`src/rtl/param_calculator.sv`:
```
`default_nettype none
// ============================================================================
// Module   : param_calculator
// Purpose  : Switch/button driven calculator. Takes operands A and B from the
//            switch bus (each confirmed with SCEN), then an operator from the
//            push-buttons. ADD/SUB take one cycle. MUL (shift-add) and DIV
//            (restoring) work on magnitudes, one bit per cycle, and take
//            exactly WIDTH cycles. Both unsigned and two's-complement modes
//            are supported.
// Ports    : Clk, Reset_n (async, active-low)
//            In[WIDTH]           operand switch bus
//            SCEN                confirm pulse
//            ButU/ButD/ButL/ButR ADD/SUB/MUL/DIV select pulses
//            C[WIDTH]            result (quotient for DIV)
//            Rem[WIDTH]          DIV remainder, 0 for other ops
//            Flag                overflow
//            Busy, Done          MUL/DIV in progress, result valid
//            State[10]           one-hot state
// Revision : 1.0 - initial parametrised release
// ============================================================================
module param_calculator #(
  parameter int WIDTH  = 16,
  parameter int SIGNED = 0
) (
  input  logic             Clk,
  input  logic             Reset_n,
  input  logic [WIDTH-1:0] In,
  input  logic             SCEN,
  input  logic             ButU,
  input  logic             ButD,
  input  logic             ButL,
  input  logic             ButR,
  output logic [WIDTH-1:0] C,
  output logic [WIDTH-1:0] Rem,
  output logic             Flag,
  output logic             Busy,
  output logic             Done,
  output logic [9:0]       State
);

  localparam int c_cnt_w = (WIDTH > 1) ? $clog2(WIDTH) : 1;
  localparam logic [c_cnt_w-1:0] c_cnt_load = c_cnt_w'(WIDTH - 1);
  localparam logic [c_cnt_w-1:0] c_cnt_one  = c_cnt_w'(1);
  localparam logic [WIDTH-1:0]   c_min      = {1'b1, {(WIDTH-1){1'b0}}};

  localparam logic [9:0] c_st_initial = 10'b00_0000_0001;
  localparam logic [9:0] c_st_get_a   = 10'b00_0000_0010;
  localparam logic [9:0] c_st_get_b   = 10'b00_0000_0100;
  localparam logic [9:0] c_st_get_op  = 10'b00_0000_1000;
  localparam logic [9:0] c_st_add     = 10'b00_0001_0000;
  localparam logic [9:0] c_st_sub     = 10'b00_0010_0000;
  localparam logic [9:0] c_st_mul     = 10'b00_0100_0000;
  localparam logic [9:0] c_st_div     = 10'b00_1000_0000;
  localparam logic [9:0] c_st_err     = 10'b01_0000_0000;
  localparam logic [9:0] c_st_done    = 10'b10_0000_0000;

  logic [9:0]         r_state, w_state_next;
  logic [WIDTH-1:0]   r_a, r_b, r_c, r_rem;
  logic               r_flag;
  logic [c_cnt_w-1:0] r_cnt;
  logic [2*WIDTH-1:0] r_acc, r_mcand;  // MUL product accumulator, shifted multiplicand
  logic [WIDTH-1:0]   r_mplr;          // MUL multiplier, consumed LSB first
  logic [WIDTH-1:0]   r_quo, r_racc;   // DIV dividend->quotient shift reg, partial remainder
  logic [WIDTH-1:0]   r_dvs;           // DIV divisor magnitude

  // ---------------- operand signs and magnitudes ----------------
  logic             w_a_neg, w_b_neg, w_res_neg;
  logic [WIDTH-1:0] w_a_mag, w_b_mag;
  assign w_a_neg   = (SIGNED != 0) && r_a[WIDTH-1];
  assign w_b_neg   = (SIGNED != 0) && r_b[WIDTH-1];
  assign w_res_neg = w_a_neg ^ w_b_neg;
  assign w_a_mag   = w_a_neg ? -r_a : r_a;
  assign w_b_mag   = w_b_neg ? -r_b : r_b;

  // ---------------- ADD / SUB ----------------
  logic [WIDTH:0]   w_sum, w_dif;
  logic             w_add_ovf, w_sub_ovf;
  assign w_sum = {1'b0, r_a} + {1'b0, r_b};
  assign w_dif = {1'b0, r_a} - {1'b0, r_b};
  always_comb begin
    if (SIGNED != 0) begin
      w_add_ovf = (r_a[WIDTH-1] == r_b[WIDTH-1]) && (w_sum[WIDTH-1] != r_a[WIDTH-1]);
      w_sub_ovf = (r_a[WIDTH-1] != r_b[WIDTH-1]) && (w_dif[WIDTH-1] != r_a[WIDTH-1]);
    end else begin
      w_add_ovf = w_sum[WIDTH];
      w_sub_ovf = w_dif[WIDTH];  // borrow, i.e. A < B
    end
  end

  // ---------------- MUL ----------------
  logic [2*WIDTH-1:0] w_acc_next, w_prod;
  logic               w_mul_ovf;
  assign w_acc_next = r_acc + (r_mplr[0] ? r_mcand : {(2*WIDTH){1'b0}});
  assign w_prod     = w_res_neg ? -w_acc_next : w_acc_next;
  // Signed: representable iff the top WIDTH+1 bits are a pure sign extension.
  assign w_mul_ovf  = (SIGNED != 0)
                    ? !((&w_prod[2*WIDTH-1:WIDTH-1]) || (~|w_prod[2*WIDTH-1:WIDTH-1]))
                    : (|w_acc_next[2*WIDTH-1:WIDTH]);

  // ---------------- DIV ----------------
  logic [WIDTH:0]   w_shift, w_trial;
  logic [WIDTH-1:0] w_racc_next, w_quo_next, w_q_final, w_r_final;
  logic             w_div_ovf;
  assign w_shift     = {r_racc, r_quo[WIDTH-1]};
  assign w_trial     = w_shift - {1'b0, r_dvs};
  // A non-negative trial keeps the subtraction; otherwise restore.
  assign w_racc_next = w_trial[WIDTH] ? w_shift[WIDTH-1:0] : w_trial[WIDTH-1:0];
  assign w_quo_next  = {r_quo[WIDTH-2:0], ~w_trial[WIDTH]};
  assign w_q_final   = w_res_neg ? -w_quo_next : w_quo_next;
  assign w_r_final   = w_a_neg ? -w_racc_next : w_racc_next;
  // MIN / -1: magnitude quotient is 2^(W-1), which already reads back as MIN.
  assign w_div_ovf   = (SIGNED != 0) && (r_a == c_min) && (&r_b);

  // ---------------- FSM: state register ----------------
  always_ff @(posedge Clk or negedge Reset_n) begin
    if (!Reset_n) r_state <= c_st_initial;
    else          r_state <= w_state_next;
  end

  // ---------------- FSM: next state ----------------
  always_comb begin
    w_state_next = r_state;
    case (r_state)
      c_st_initial: if (SCEN) w_state_next = c_st_get_a;
      c_st_get_a:   if (SCEN) w_state_next = c_st_get_b;
      c_st_get_b:   if (SCEN) w_state_next = c_st_get_op;
      c_st_get_op: begin
        if (ButU)      w_state_next = c_st_add;
        else if (ButD) w_state_next = c_st_sub;
        else if (ButL) w_state_next = c_st_mul;
        else if (ButR) w_state_next = (r_b == '0) ? c_st_err : c_st_div;
      end
      c_st_add, c_st_sub: w_state_next = c_st_done;
      c_st_mul, c_st_div: if (r_cnt == '0) w_state_next = c_st_done;
      c_st_err, c_st_done: if (SCEN) w_state_next = c_st_initial;
      default: w_state_next = c_st_initial;
    endcase
  end

  // ---------------- FSM: outputs ----------------
  always_comb begin
    State = r_state;
    Busy  = r_state[6] | r_state[7];
    Done  = r_state[9];
    C     = r_c;
    Rem   = r_rem;
    Flag  = r_flag;
  end

  // ---------------- datapath ----------------
  always_ff @(posedge Clk or negedge Reset_n) begin
    if (!Reset_n) begin
      r_a     <= '0;
      r_b     <= '0;
      r_c     <= '0;
      r_rem   <= '0;
      r_flag  <= 1'b0;
      r_cnt   <= '0;
      r_acc   <= '0;
      r_mcand <= '0;
      r_mplr  <= '0;
      r_quo   <= '0;
      r_racc  <= '0;
      r_dvs   <= '0;
    end else begin
      case (r_state)
        c_st_initial: r_flag <= 1'b0;
        c_st_get_a:   r_a    <= In;
        c_st_get_b:   r_b    <= In;
        c_st_get_op: begin
          if (w_state_next == c_st_mul) begin
            r_cnt   <= c_cnt_load;
            r_acc   <= '0;
            r_mcand <= {{WIDTH{1'b0}}, w_a_mag};
            r_mplr  <= w_b_mag;
          end else if (w_state_next == c_st_div) begin
            r_cnt   <= c_cnt_load;
            r_racc  <= '0;
            r_quo   <= w_a_mag;
            r_dvs   <= w_b_mag;
          end else if (w_state_next == c_st_err) begin
            r_c    <= '0;
            r_rem  <= '0;
            r_flag <= 1'b0;
          end
        end
        c_st_add: begin
          r_c    <= w_sum[WIDTH-1:0];
          r_rem  <= '0;
          r_flag <= w_add_ovf;
        end
        c_st_sub: begin
          r_c    <= w_dif[WIDTH-1:0];
          r_rem  <= '0;
          r_flag <= w_sub_ovf;
        end
        c_st_mul: begin
          r_acc   <= w_acc_next;
          r_mcand <= r_mcand << 1;
          r_mplr  <= r_mplr >> 1;
          r_cnt   <= r_cnt - c_cnt_one;
          if (r_cnt == '0) begin
            r_c    <= w_prod[WIDTH-1:0];
            r_rem  <= '0;
            r_flag <= w_mul_ovf;
          end
        end
        c_st_div: begin
          r_racc <= w_racc_next;
          r_quo  <= w_quo_next;
          r_cnt  <= r_cnt - c_cnt_one;
          if (r_cnt == '0) begin
            r_c    <= w_q_final;
            r_rem  <= w_r_final;
            r_flag <= w_div_ovf;
          end
        end
        default: ;
      endcase
    end
  end

endmodule
`default_nettype wire

```
`config.mk`:
```
export PLATFORM = sky130hd
export DESIGN_NAME = param_calculator
export DESIGN_NICKNAME = d
export VERILOG_FILES = /design/src/rtl/param_calculator.sv
export SDC_FILE = /design/constraint.sdc
export NUM_CORES = 1
export LEC_CHECK = 0
export ABC_CLOCK_PERIOD_IN_PS = 4200
export BUFFER_PORTS_ARGS = -buffer_cell sky130_fd_sc_hd__buf_2
export CORE_MARGIN = 2
export CORE_UTILIZATION = 35
export CTS_BUF_LIST = sky130_fd_sc_hd__clkbuf_2 sky130_fd_sc_hd__clkbuf_4 sky130_fd_sc_hd__clkbuf_8
export DETAILED_ROUTE_END_ITERATION = 16
export SLEW_MARGIN = 5
export SYNTH_ARGS = -nofsm -noshare
export SYNTH_HDL_FRONTEND = slang
export SYNTH_SLANG_ARGS = --single-unit
```
`constraint.sdc`:
```
create_clock -name Clk -period 4.2 [get_ports Clk]
set_clock_uncertainty 0.05 [all_clocks]
set_input_delay 0.63 -clock Clk [delete_from_list [all_inputs] [get_ports Clk]]
set_output_delay 0.63 -clock Clk [all_outputs]
set_load 0.03 [all_outputs]
```
==> results.json, run 1 <==
{
  "syn_area_mm2": 0.0132,
  "dr_total_vias": 11400,
  "p_leak_uw": 0.00690,
  "cp.arrival_ns": 4.18,
  "met3_length_um": 1940,
  "syn_inst": 1530,
  "path_common_cell": "buf_4",
  "yosys_warnings": 0,
  "finalSetupTns_ns": 0,
  "core-area_mm2": 0.0374,
  "min_period_over_period": 0.896,
  "post-dp-hpwl_um": 27300,
  "power_density_mw_per_mm2": 572,
  "max_freq_mhz": 266,
  "gp_congestion": 0.922,
  "maxCapViolCount": 0,
  "diodes": 0,
  "drc": 0,
  "die_h_um": 198,
  "grt_first_pass_wirelength_um": 60600,
  "worst-setup-path-type": "reg -> reg",
  "synth_area_per_cell_um2": 8.62,
  "grt-ovfl-total": 0,
  "crit_slowest_cell": "o31ai_1",
  "tightest_slew_ns": 0.981,
  "met2_length_um": 16900,
  "cts_root_buf": "clkbuf_8",
  "setup_viol": 0,
  "hold_path.class": "in -> async",
  "clkLatencyLatePin_ns": 0.60,
  "hold_slack_ns": 0.0596,
  "route.detailed.wl_per_inst_um": 17.6,
  "grt_max_degree": 120,
  "dr.pass1.iters": 5,
  "cp-start-kind": "flop",
  "layout-drive-gt1-share": 0.132,
  "max_stage_delay_ns": 0.49,
  "ys_seq_area_frac": 0.393,
  "synth-edff-count": 0,
  "fin_crit_ns": 3.76,
  "wl_um": 37400,
  "synth_async_sr_flop_share": 1.00,
  "path_clk_slew_ns": 0.07,
  "cp_max_fo": 29,
  "dieArea_mm2": 0.0392,
  "synthFlopType": "dfrtp_1",
  "pin_count": 68,
  "syn2layout_area_growth_pct": 14.2,
  "cts_hold_buf": 0,
  "drt_iter0_drc": 649,
  "power_uw": 8610,
  "postCtsSetupRepairBufs": 0,
  "status": "finished, final reports clean",
  "grt_pass1_vias": 11200,
  "ctsResizeCount": 0,
  "rows": 71,
  "cp-end-kind": "flop",
  "wl_met1_um": 17700,
  "rsz0062_at_grt": "false",
  "postRouteAntennaNets": 0,
  "antenna_found_initial": 0,
  "cp_cell_sequence": "buf_4 -> and2_1 -> ha_1 -> and4_4 -> nor2b_4 -> a311oi_2 -> buf_4 -> o31ai_1 -> xnor2_1 -> o211ai_1 -> nor4bb_1 -> nand4_1 -> nor4_2 -> nor2_1",
  "io_buffers": 67,
  "utilization": 0.403,
  "slew_headroom": 0.346,
  "clockBufferDepth": 3,
  "grt_usage": 0.195,
  "timing.critical_path.from": "r_mplr[0]",
  "htreeDepth": 2,
  "cp.required_ns": 4.62,
  "r2r_start": "r_mplr[0]",
  "routed.top_layer": "met4",
  "clock_sinks": 207,
  "vdd_drop_max_uv": 308,
  "ys_seq_elements": 207,
  "die_x_um": 198,
  "final_nets": 1689,
  "synth.distinct_cells": 91,
  "finalHoldViolCount": 0,
  "start_util": 0.352,
  "final_max_slew_viol_count": 0,
  "synth.net_count": 1637,
  "cts_tree": "built",
  "cts_made_buffers": 40,
  "viasPerCell": 5.38
}
-- layout make-up --
cell class                      count  area (um2)
Multi-Input combinational cell   1175        7450
Fill cell                        3804       22300
Sequential cell                   207        5180
Clock buffer                       60         782
Tap cell                          511         639
Inverter                           69         259
Timing Repair Buffer               89         536
Clock inverter                     14         211
-- kinds of logic (layout without fill, tap and decap cells) --
group                    after synthesis  after routing  synth area share
AND/OR/NAND/NOR                      570            570             0.205
flip-flops                           207            207             0.393
multiplexers                          50             50            0.0386
AO/OA/AOI/OAI                        431            431             0.210
adder cells (fa/ha/maj)               84             84            0.0820
XOR/XNOR                              40             40            0.0266
buffers and inverters                148            232            0.0450
-- sequential cells by signal (all words and copies together) (netlist names), 10 cells and up --
signal,flops
C,16
Rem,16
State,10
r_a,16
r_acc,32
r_b,16
r_dvs,16
r_mcand,32
r_mplr,16
r_quo,16
r_racc,16
-- Yosys cell counts, types with 12 or more instances --
cell type  instances  area [um2]
nor2b_1           12        75.1
a31oi_1           12        75.1
and2_1            40         250
nand2_1          268        1010
inv_1             67         251
xnor2_1           25         219
mux2i_1           43         430
nand3_1           50         250
xor2_1            15         131
o21ai_0          141         706
dfrtp_1          206        5150
nand2b_1          13        81.3
clkbuf_1          63         236
nor2_1            89         334
a21o_1            30         225
ha_1              80        1000
o31ai_1           17         128
a21oi_1           90         450
nor3_1            26         130
o21ai_1           16        80.1
-- layer usage --
metal / global-route usage / up-vias
met5: 0 / -
met4: 0.0640 / 0
li1: - / 5516
met2: 0.313 / 294
met3: 0.0308 / 57
met1: 0.269 / 5559
-- per-stage QoR --
step                cell area [um2]  worst slack [ns]  cells
floorplan                     13200             0.930   1530
global placement              14100             0.586   2051
detailed placement            14100             0.508   2051
CTS                           15100             0.489   2125
global route                  15100             0.166   2125
finish                        15100             0.437   2125
-- layout by cell type (no fill, tap or decap), types with 8 or more instances in the layout --
cell / synthesis / final
o21ai_1: 16 / 16
nor3_1: 26 / 26
inv_1: 67 / 67
dfrtp_1: 206 / 206
nand3_1: 50 / 50
o21bai_1: 10 / 10
and2_1: 40 / 40
nor2_1: 89 / 89
o31ai_1: 17 / 17
a21oi_1: 90 / 89
o21a_1: 10 / 10
a211oi_1: 10 / 10
a21o_1: 30 / 30
nor2b_1: 12 / 12
xnor2_1: 25 / 25
o21ai_0: 141 / 141
mux2i_1: 43 / 43
ha_1: 80 / 80
a31oi_1: 12 / 12
nand2b_1: 13 / 12
a221oi_1: 10 / 10
nand2_1: 268 / 267
or3_1: 11 / 11
clkbuf_8: 0 / 53
and3_1: 8 / 8
buf_4: 2 / 20
buf_2: 5 / 66
xor2_1: 15 / 15
o211ai_1: 8 / 8
-- worst max-delay path, delay by kind of cell (launching register included) --
kind                     cells  cell delay (ns)
AO/OA/AOI/OAI                3             0.70
XOR/XNOR                     1             0.22
adder cells (fa/ha/maj)      1             0.40
buffers and inverters        2             0.44
flip-flops                   1             0.41
AND/OR/NAND/NOR              7             1.41
-- worst paths after layout --
| kind | to | slack [ns] | depth (start not counted) |
|---|---|---|---|
| worst max register to register | Flag | 0.44 | 14 |
| min in group Clk | r_a[10] | 0.20 | 3 |
| worst min register to register | C[7] | 0.42 | 2 |
| worst min-delay path | C[7] | 0.06 | 1 |
| worst max-delay path | Flag | 0.44 | 14 |
| max in group asynchronous | C[6] | 3.02 | 2 |
-- power by group --
| part | leakage [uW] | internal [uW] | switching [uW] |
|---|---|---|---|
| combinational | 0.00407 | 1330 | 2150 |
| clock | 0.000518 | 1510 | 970 |
| sequential | 0.00231 | 2280 | 358 |
Note: power is estimated with default switching activity, not from simulation.
==> run 2: changes to the inputs <==
- CTS_BUF_LIST: sky130_fd_sc_hd__clkbuf_2 sky130_fd_sc_hd__clkbuf_4 sky130_fd_sc_hd__clkbuf_8 -> sky130_fd_sc_hd__clkbuf_8
==> run 2 against run 1 <==
Worst hold slack got worse by 0.0014 ns. Setup slack improved by 0.0075 ns. First-iteration DRC count increased by 10%. Critical path type unchanged. Largest cell class unchanged. Highest routed layer unchanged.
==> results.json, run 2 (synthesized netlist as in run 1, its figures left out) <==
{
  "final_nets": 1689,
  "start_util": 0.352,
  "clock_sinks": 207,
  "p_leak_uw": 0.00690,
  "route.detailed.wl_per_inst_um": 17.6,
  "path_clk_slew_ns": 0.07,
  "tightest_slew_ns": 0.980,
  "post-dp-hpwl_um": 27300,
  "finalSetupTns_ns": 0,
  "grt_max_degree": 120,
  "top_regs": "r_acc: 32 flops, r_mcand: 32 flops",
  "dieArea_mm2": 0.0392,
  "postCtsSetupRepairBufs": 0,
  "antenna_found_initial": 0,
  "status": "finished, final reports clean",
  "cp_max_fo": 29,
  "postRouteAntennaNets": 0,
  "wl_um": 37400,
  "gp_congestion": 0.922,
  "final_max_slew_viol_count": 0,
  "rows": 71,
  "grt_pass1_vias": 11200,
  "cts_tree": "built",
  "placed_cells": 2051,
  "die_x_um": 198,
  "cp-end-kind": "flop",
  "fin_crit_ns": 3.76,
  "setup_viol": 0,
  "diodes": 0,
  "finalHoldViolCount": 0,
  "cp.required_ns": 4.62,
  "layout-drive-gt1-share": 0.128,
  "io_buffers": 67,
  "final_cell_mix": "nand2_1, dfrtp_1, o21ai_0",
  "reg2reg_slack_ns": 0.44,
  "maxCapViolCount": 0,
  "hold_path.class": "in -> async",
  "drt_iter0_drc": 716,
  "layout.cells.non_filler": 2125,
  "dr.pass1.iters": 5,
  "cp.arrival_ns": 4.17,
  "grt-ovfl-total": 0,
  "syn2layout_area_growth_pct": 14.0,
  "ctsResizeCount": 0,
  "core-area_mm2": 0.0374,
  "cp-start-kind": "flop",
  "grt_usage": 0.195,
  "rsz0062_at_grt": "false",
  "viasPerCell": 5.36,
  "clockBufferDepth": 3,
  "dr_total_vias": 11400,
  "drc": 0,
  "die_h_um": 198,
  "cts_hold_buf": 0,
  "clkLatencyLatePin_ns": 0.60,
  "cts_made_buffers": 40,
  "vdd_drop_max_uv": 308,
  "mostFrequentLayoutCell": "nand2_1",
  "min_period_over_period": 0.894,
  "pin_count": 68,
  "max_freq_mhz": 266,
  "htreeDepth": 2,
  "worst-setup-path-type": "reg -> reg",
  "slew_headroom": 0.347,
  "cts_root_buf": "clkbuf_8",
  "grt_first_pass_wirelength_um": 60600,
  "power_density_mw_per_mm2": 569
}
run 2: worst max-delay path, cell delays in order (launching register included):
cell	delay [ns]
dfrtp_1	0.41
buf_4	0.25
and2_1	0.18
ha_1	0.40
and4_4	0.27
nor2b_4	0.15
a311oi_2	0.05
buf_4	0.18
o31ai_1	0.49
xnor2_1	0.22
o211ai_1	0.16
nor4bb_1	0.36
nand4_1	0.16
nor4_2	0.21
nor2_1	0.07
run 2: routing by layer:
layer	vias up	track usage	wire [um]
li1	5513	-	-
met1	5548	0.269	17800
met2	285	0.313	16900
met3	54	0.0308	1900
met4	0	0.0640	811
met5	-	0	0
run 2: path summary, 6_finish.rpt:
kind                           start  endpoint  cells after the start
setup / recovery           r_mplr[0]      Flag                     14
max in group asynchronous    Reset_n      C[6]                      2
hold / removal               Reset_n      C[7]                      1
setup reg to reg           r_mplr[0]      Flag                     14
hold reg to reg                 C[7]      C[7]                      2
min in group Clk              In[10]   r_a[10]                      3
run 2: through the flow:
stage,hold WS [ns],worst slack [ns],total power [uW],utilization,cell area (um2)
floorplan,0.284,0.930,5060,-,13200
global placement,0.408,0.586,6090,0.376,14100
detailed placement,0.411,0.508,6110,0.376,14100
CTS,0.106,0.489,8580,0.402,15000
global route,0.138,0.165,9120,0.402,15000
finish,0.0582,0.444,8540,0.402,15000
run 2: layout make-up:
type | instances | area, um2
fill | 3807 | 22400
multi-input combinational | 1175 | 7450
tap | 511 | 639
clock buffer | 53 | 729
clock inverter | 21 | 238
timing repair buffer | 89 | 536
sequential | 207 | 5180
inverter | 69 | 259
run 2: power by group:
| group | leakage (uW) | total (uW) | switching, uW | internal, uW |
|---|---|---|---|---|
| clock | 0.000523 | 2420 | 973 | 1450 |
| combinational | 0.00407 | 3480 | 2150 | 1330 |
| sequential | 0.00231 | 2640 | 357 | 2280 |
==> run 3: changes to the inputs <==
--- a/config.mk
+++ b/config.mk
@@ -6,5 +6,5 @@
 export NUM_CORES = 1
 export LEC_CHECK = 0
-export ABC_CLOCK_PERIOD_IN_PS = 4200
+export ABC_CLOCK_PERIOD_IN_PS = 4000
 export BUFFER_PORTS_ARGS = -buffer_cell sky130_fd_sc_hd__buf_2
 export CORE_MARGIN = 2
@@ -12,4 +12,5 @@
 export CTS_BUF_LIST = sky130_fd_sc_hd__clkbuf_8
 export DETAILED_ROUTE_END_ITERATION = 16
+export RECOVER_POWER = 50
 export SLEW_MARGIN = 5
 export SYNTH_ARGS = -nofsm -noshare
==> constraint.sdc (replaced) <==
create_clock -name Clk -period 4 [get_ports Clk]
set_clock_uncertainty 0.05 [all_clocks]
set_input_delay 0.6 -clock Clk [delete_from_list [all_inputs] [get_ports Clk]]
set_output_delay 0.6 -clock Clk [all_outputs]
set_load 0.005 [all_outputs]
==> run 3 against run 2 <==
The flow now finishes with violations (max-capacitance violations, max-slew violations). Register-to-register slack worse by 0.07 ns. Clock power down 3%. Final area down 0.69%. Wire length up 1.4%. Sequential share of layout area up 0.24 points. Critical path type unchanged. Largest cell class unchanged. Largest power group unchanged.
==> results.json, run 3 (synthesized netlist as in run 1, its figures left out) <==
{
  "maxCapViolCount": 1,
  "io_buffers": 67,
  "grt_pass1_vias": 11300,
  "cp.arrival_ns": 4.07,
  "post-dp-hpwl_um": 27900,
  "cts_tree": "built",
  "cp-start-kind": "flop",
  "hold_path.class": "in -> reg",
  "max_stage_delay_ns": 0.52,
  "status": "finished, violations left",
  "drt_iter0_drc": 702,
  "hp-start": "In[8]",
  "drc": 0,
  "min_period_over_period": 0.907,
  "hold-path-endpoint": "r_a[8]",
  "regToRegEndpoint": "Flag",
  "clkLatencyLatePin_ns": 0.61,
  "setup_slack_ns": 0.370,
  "postCtsSetupRepairBufs": 0,
  "finalHoldViolCount": 0,
  "pin_count": 68,
  "final_nets": 1690,
  "clockBufferDepth": 3,
  "cts_root_buf": "clkbuf_8",
  "violations": "max-capacitance violations, max-slew violations",
  "die_x_um": 198,
  "start_util": 0.352,
  "route.detailed.wl_per_inst_um": 17.9,
  "setup_viol": 0,
  "final_max_slew_viol_count": 82,
  "top_regs": "r_acc: 32 flops, r_mcand: 32 flops",
  "syn2layout_area_growth_pct": 13.2,
  "final_cell_mix": "nand2_1, dfrtp_1, o21ai_0",
  "clock_sinks": 207,
  "grt-ovfl-total": 0,
  "rsz0062_at_grt": "false",
  "wl_um": 37900,
  "dr_total_vias": 11400,
  "grt_max_degree": 95,
  "worst-setup-path-type": "reg -> reg",
  "htreeDepth": 2,
  "path_clk_slew_ns": 0.07,
  "tightest_slew_ns": 2.21,
  "power_uw": 8690,
  "finalSetupTns_ns": 0,
  "mostFrequentLayoutCell": "nand2_1",
  "utilization": 0.399,
  "crit_slowest_cell": "o31ai_1",
  "rr_worst_depth": 12,
  "die_h_um": 198,
  "dieArea_mm2": 0.0392,
  "max_freq_mhz": 276,
  "r2r_start": "r_mplr[0]",
  "cp-end-kind": "flop",
  "cts_made_buffers": 39,
  "slew_headroom": -0.473,
  "viasPerCell": 5.37,
  "vdd_drop_max_uv": 290,
  "layout.cells.non_filler": 2125,
  "reg2reg_slack_ns": 0.37,
  "placed_cells": 2052,
  "cp_cell_sequence": "buf_4 -> and2_1 -> ha_1 -> nand2_1 -> or3_1 -> o31ai_1 -> a21oi_1 -> o21ai_0 -> o311a_1 -> nand4_1 -> nor4_2 -> nor2_1",
  "grt_first_pass_wirelength_um": 61300,
  "dpl_worst_slack_ns": 0.254,
  "dr.pass1.iters": 5,
  "nFillCells": 3838,
  "layout-drive-gt1-share": 0.115,
  "gp_congestion": 0.909,
  "multi_input_area_mm2": 0.00745,
  "power_density_mw_per_mm2": 582,
  "cp_max_fo": 18,
  "core-area_mm2": 0.0374,
  "antenna_found_initial": 1,
  "postRouteAntennaNets": 0,
  "cp.required_ns": 4.44,
  "whs_path_depth": 3,
  "fin_crit_ns": 3.63,
  "rows": 71,
  "p_leak_uw": 0.00677,
  "grt_usage": 0.199,
  "ff_latch_area_mm2": 0.00518
}
-- run 3: per-layer routing --
metal	vias to the layer above	GRT usage	wire (um)
met4	0	0.0649	941
met3	61	0.0363	1920
met1	5525	0.273	17900
met5	-	0	0
met2	295	0.318	17200
li1	5522	-	-
-- run 3: worst max-delay path: cells and delay by family, from the launching register on --
family          cells  cell delay, ns
simple gates        6            1.09
buf+inv             1            0.25
flops               1            0.49
compound gates      4            1.22
fa+ha+maj           1            0.42
-- run 3: how the worst max path moves through the flow --
stage | end | from | cells after the start
after floorplan | Flag | r_mplr[0] | 15
after global placement | Flag | r_mplr[0] | 14
after detailed placement | Flag | r_mplr[0] | 14
after CTS | Flag | r_mplr[0] | 14
after global routing | Flag | r_mplr[0] | 14
final | Flag | r_mplr[0] | 12
-- run 3: area by class of cell --
type | count | area share
Antenna cell | 1 | 0.000168
Clock buffer | 48 | 0.0443
Sequential cell | 207 | 0.347
Multi-Input combinational cell | 1175 | 0.499
Timing Repair Buffer | 91 | 0.0345
Clock inverter | 23 | 0.0147
Inverter | 69 | 0.0174
Tap cell | 511 | 0.0428
-- run 3: what timing repair did --
action | 4_1_cts | 5_1_grt
hold buffers | 1 | 0
endpoints found under the hold margin | 49 | 0
gates resized for setup | 0 | 1
endpoints found under the setup margin | 0 | 2
-- run 3: stage by stage --
stage	area (um2)	hold slack (ns)
2_1_floorplan	13200	0.254
3_3_place_gp	14100	0.409
3_5_place_dp	14100	0.413
4_1_cts	15000	0.130
5_1_grt	14900	0.147
6_report	14900	0.155
-- run 3: power by group --
| group | internal, uW | total (uW) | switching (uW) |
|---|---|---|---|
| clock network | 1350 | 2350 | 998 |
| logic | 1390 | 3550 | 2160 |
| registers | 2400 | 2790 | 390 |
